### config.mk
export PLATFORM = sky130hd
export DESIGN_NAME = dphy_hs_data_rx_aligner
export DESIGN_NICKNAME = d
export VERILOG_FILES = /design/src/rtl/dphy_hs_data_rx_aligner.sv
export SDC_FILE = /design/constraint.sdc
export NUM_CORES = 1
export LEC_CHECK = 0
export BUFFER_PORTS_ARGS = -buffer_cell sky130_fd_sc_hd__buf_2
export CORE_MARGIN = 2
export CORE_UTILIZATION = 30
export CTS_BUF_LIST = sky130_fd_sc_hd__clkbuf_8
export DETAILED_ROUTE_END_ITERATION = 10
export GPL_ROUTABILITY_DRIVEN = 1
export GPL_TIMING_DRIVEN = 0
export PLACE_DENSITY = 0.51
export SYNTH_ARGS = -nofsm -noshare
export SYNTH_HDL_FRONTEND = slang
export SYNTH_SLANG_ARGS = --single-unit
### constraint.sdc
create_clock -name byte_clk -period 2.85 [get_ports byte_clk]
set_clock_uncertainty 0.15 [all_clocks]
set_input_delay 0.855 -clock byte_clk [delete_from_list [all_inputs] [get_ports byte_clk]]
set_output_delay 0.855 -clock byte_clk [all_outputs]
set_load 0.1 [all_outputs]
### src/rtl/dphy_hs_data_rx_aligner.sv
// D-PHY HS receive byte aligner: hunts the SoT sync byte in the deserialized
// lane stream, locks its bit offset and emits byte-aligned payload until HS ends.
module dphy_hs_data_rx_aligner #(
  parameter logic [7:0] SYNC_BYTE    = 8'hB8,
  parameter int         SYNC_TIMEOUT = 16
) (
  input  logic       byte_clk,
  input  logic       byte_rst,
  input  logic       hs_enable,
  input  logic [7:0] raw_data,
  output logic [7:0] data,
  output logic       valid,
  output logic       sot,
  output logic       sync_err,
  output logic       locked,
  output logic [2:0] offset
);

  typedef enum logic [1:0] {IDLE, HUNT, LOCKED, ERROR} state_t;

  state_t      state, state_next;
  logic [7:0]  prev_raw;
  logic [15:0] window;
  logic [7:0]  hunt_cnt;
  logic        first_byte;
  logic        match;
  logic [2:0]  match_k;
  logic        timeout;

  assign window  = {raw_data, prev_raw};
  assign timeout = (hunt_cnt == 8'(SYNC_TIMEOUT - 1));

  // Descending scan so the lowest matching offset is the one left standing;
  // bits below the candidate must be the HS-zero leader.
  always_comb begin
    match   = 1'b0;
    match_k = 3'd0;
    for (int k = 7; k >= 0; k--) begin
      if ((window[k +: 8] == SYNC_BYTE) &&
          ((window & ((16'd1 << k) - 16'd1)) == 16'd0)) begin
        match   = 1'b1;
        match_k = 3'(k);
      end
    end
  end

  always_ff @(posedge byte_clk) begin
    if (byte_rst) state <= IDLE;
    else          state <= state_next;
  end

  always_comb begin
    state_next = state;
    case (state)
      IDLE:    if (hs_enable) state_next = HUNT;
      HUNT: begin
        if (!hs_enable)   state_next = IDLE;
        else if (match)   state_next = LOCKED;
        else if (timeout) state_next = ERROR;
      end
      LOCKED:  if (!hs_enable) state_next = IDLE;
      ERROR:   if (!hs_enable) state_next = IDLE;
      default: state_next = IDLE;
    endcase
  end

  always_ff @(posedge byte_clk) begin
    if (byte_rst) begin
      prev_raw   <= 8'd0;
      data       <= 8'd0;
      valid      <= 1'b0;
      sot        <= 1'b0;
      sync_err   <= 1'b0;
      locked     <= 1'b0;
      offset     <= 3'd0;
      hunt_cnt   <= 8'd0;
      first_byte <= 1'b0;
    end else begin
      prev_raw <= (state == IDLE || state == ERROR) ? 8'd0 : raw_data;
      valid    <= 1'b0;
      sot      <= 1'b0;
      sync_err <= 1'b0;
      locked   <= (state_next == LOCKED);
      case (state)
        IDLE: hunt_cnt <= 8'd0;
        HUNT: begin
          if (hs_enable) begin
            if (match) begin
              offset     <= match_k;
              first_byte <= 1'b1;
            end else if (timeout) begin
              sync_err <= 1'b1;
            end else begin
              hunt_cnt <= hunt_cnt + 8'd1;
            end
          end
        end
        // A cycle with hs_enable low is the end of the burst; its window is dropped.
        LOCKED: begin
          if (hs_enable) begin
            data       <= window[offset +: 8];
            valid      <= 1'b1;
            sot        <= first_byte;
            first_byte <= 1'b0;
          end
        end
        default: ;
      endcase
    end
  end

endmodule

==> impl_metrics.ini <==
[setup_path]
cp_top_family = compound AO/OA/AOI/OAI gates
crit_type = in2reg
worstPathArrival_ps = 2430
end_kind = flip-flop
cp_max_fo = 9
worst_setup_path_start_kind = input pin
r2r_setup_slack_ps = 740
path_cells = buf_2 -> and3b_1 -> o2111a_1 -> a41o_1 -> o21ai_0 -> mux2_2
cp_slowest_cell = mux2_2
r2r-start = prev_raw[5]
required_ps = 2880
path_depth = 6
timing.rr.end = offset[0]
reg2regPathDepth = 5
critical-path-max-stage-delay_ps = 370
critPathBufInv = 1

[die]
fp.coreArea_um2 = 6760
row_count = 30
fp.dieW_um = 87.2
start_util_pct = 30.8
die_h_um = 87.2
io-pin-count = 26
dieArea_um2 = 7610

[drt]
post_drt_wl_per_cell_um = 14.4
dr.pass1.iters = 4
drtIter0Drc = 82
vias = 1767
drc = 0
wirelength_um = 4800
avgViaCountPerCell = 5.31
antenna_left = 0

[global_route]
grtUsageMet2_pct = 21.3
gr-usage-met1_pct = 17.9
grt_pass1_vias = 1623
grt_pass1_wl_um = 8000
grt_max_degree = 11
use_met3_pct = 3.22
grt_overflow_total = 0
busiest_layer = met2
grt_usage_pct = 13.6
antenna_found_initial = 0

[hold_path]
hp-class = reg2reg
hold_end = data[2]
worstHoldStart = data[2]
min_path_cells = 2

[synth]
synth_top_area_share_pct = 32.8
synth.distinct_cells = 51
synthArstFlopShare_pct = 0
syn-cell-area_um2 = 2080
avgSynthCellArea_um2 = 9.32
syn_inst = 223
ys.flop_type = dfxtp_1
synthTopCellsByArea = dfxtp_1, mux2i_1, mux4_2
yosysTopAreaCell = dfxtp_1
synth_warnings = 0
synth-edff-count = 0
seq_area_frac_synth_pct = 32.8
ys_seq_elements = 34
syn_nets = 240

[placed_design]
numPortBuffers = 23
routabilityCongestion = 0.873
hpwlAfterDp_um = 3580

[outcome]
status = finished, final reports clean

[sta]
finalSetupTns_ps = 0
slew_violations = 0
max_slew_margin_pct = 60.9
grt_setup_unrepaired = no
period_share_pct = 84.3
finalHoldViolations = 0
tightest_slew_ps = 587
layout_min_cycle_time_ps = 2400
fmax_mhz = 416
finalSetupViolations = 0

[final_layout]
synthToLayoutAreaGrowth_pct = 14.0
final_cell_mix = dfxtp_1, buf_2, mux2i_1, nand2_1, nor2_1
nNetsFinal = 270
drive_gt1_share_pct = 19.8
antenna_cells = 0
final_common_cell = dfxtp_1

[pwr]
total_power_mw = 1.63
power.density_nw_per_um2 = 687
p_leak_nw = 0.846
peakVddDrop_v = 0.000163

[clock_network]
post-cts-setup-buffer-count = 0
cts_tree = done
clk_latency_ps = 290
h-tree-depth = 2
numCtsBuffers = 5
clk_pin_slew_ps = 60
clock_path_buffers = 2
cts.sinks = 34
ctsHoldBuffers = 0
cts_resized = 0
cts_root_buffer = clkbuf_8

[job]
drv_cap = 0
## synth_stat cells, drive strengths merged (5+ instances only)
| cell type | instances |
|---|---|
| dfxtp | 34 |
| mux2i | 22 |
| nand2 | 21 |
| nor2 | 16 |
| and2 | 11 |
| a211oi | 9 |
| nand2b | 9 |
| clkbuf | 7 |
| nor3 | 7 |
| nor4 | 7 |
| buf | 6 |
| ha | 6 |
| mux4 | 6 |
| a21oi | 5 |
| inv | 5 |
## per-layer routing
layer	routed length, um	up-vias	part of all wire, %
met1	2350	826	49
met5	0	-	0
met3	222	6	4.6
li1	-	884	-
met2	2130	51	44
met4	90	0	1.9
## state kept, by name, summed over array words and instances (netlist names)
signal and count:
offset 3, state 2, data 8, hunt_cnt 8
prev_raw 8, first_byte 1, sync_err 1, valid 1
locked 1, sot 1
## how the worst max path moves through the flow
| stage | startpoint | end | slack [ps] |
|---|---|---|---|
| after floorplan | raw_data[1] | offset[0] | 310 |
| after global placement | raw_data[0] | offset[0] | 150 |
| after detailed placement | raw_data[0] | offset[0] | 140 |
| after CTS | raw_data[0] | offset[0] | 460 |
| after global routing | raw_data[1] | offset[0] | 340 |
| final | raw_data[0] | offset[0] | 450 |
## area by class of cell
cell class | instances | area [um^2]
clock buffers | 5 | 68.8
repair buffers | 23 | 115
plain buffers | 13 | 67.6
multi-input cells | 171 | 1310
flip-flops and latches | 34 | 681
fillers | 696 | 4390
well taps | 80 | 100
inverters | 5 | 18.8
clock inverters | 2 | 7.51
## stage by stage
| step | worst slack, ps | util, % | instance area, um^2 | std cells | hold slack (ps) |
|---|---|---|---|---|---|
| 2_1_floorplan | 313 | - | 2080 | 223 | 302 |
| 3_3_place_gp | 154 | 33.9 | 2290 | 326 | 300 |
| 3_5_place_dp | 143 | 33.9 | 2290 | 326 | 312 |
| 4_1_cts | 462 | 35.1 | 2370 | 333 | 322 |
| 5_1_grt | 340 | 35.1 | 2370 | 333 | 333 |
| 6_report | 447 | 35.1 | 2370 | 333 | 318 |
## tightest hold or removal path: cells and delay by family, from the launching register on
family          cells  cell delay (ps)
compound gates      1               50
flops               1              310
simple gates        1               60
## power breakdown
part           internal, mW  switching, mW  leakage, nW
clock                 0.161          0.170       0.0466
sequential            0.539         0.0637        0.275
combinational         0.223          0.472        0.525
## kinds of logic (layout without fill, tap and decap cells)
family                     after synthesis  after routing  share of synthesized area [%]
muxes                                   30             30                           18.2
DFF                                     34             34                           32.8
AOI/OAI and AO/OA                       37             37                           13.0
and+or+nand+nor                         98             98                           28.3
buffers and inverters                   18             48                           4.15
adders and majority gates                6              6                           3.61
(Power assumes the default switching activity.)
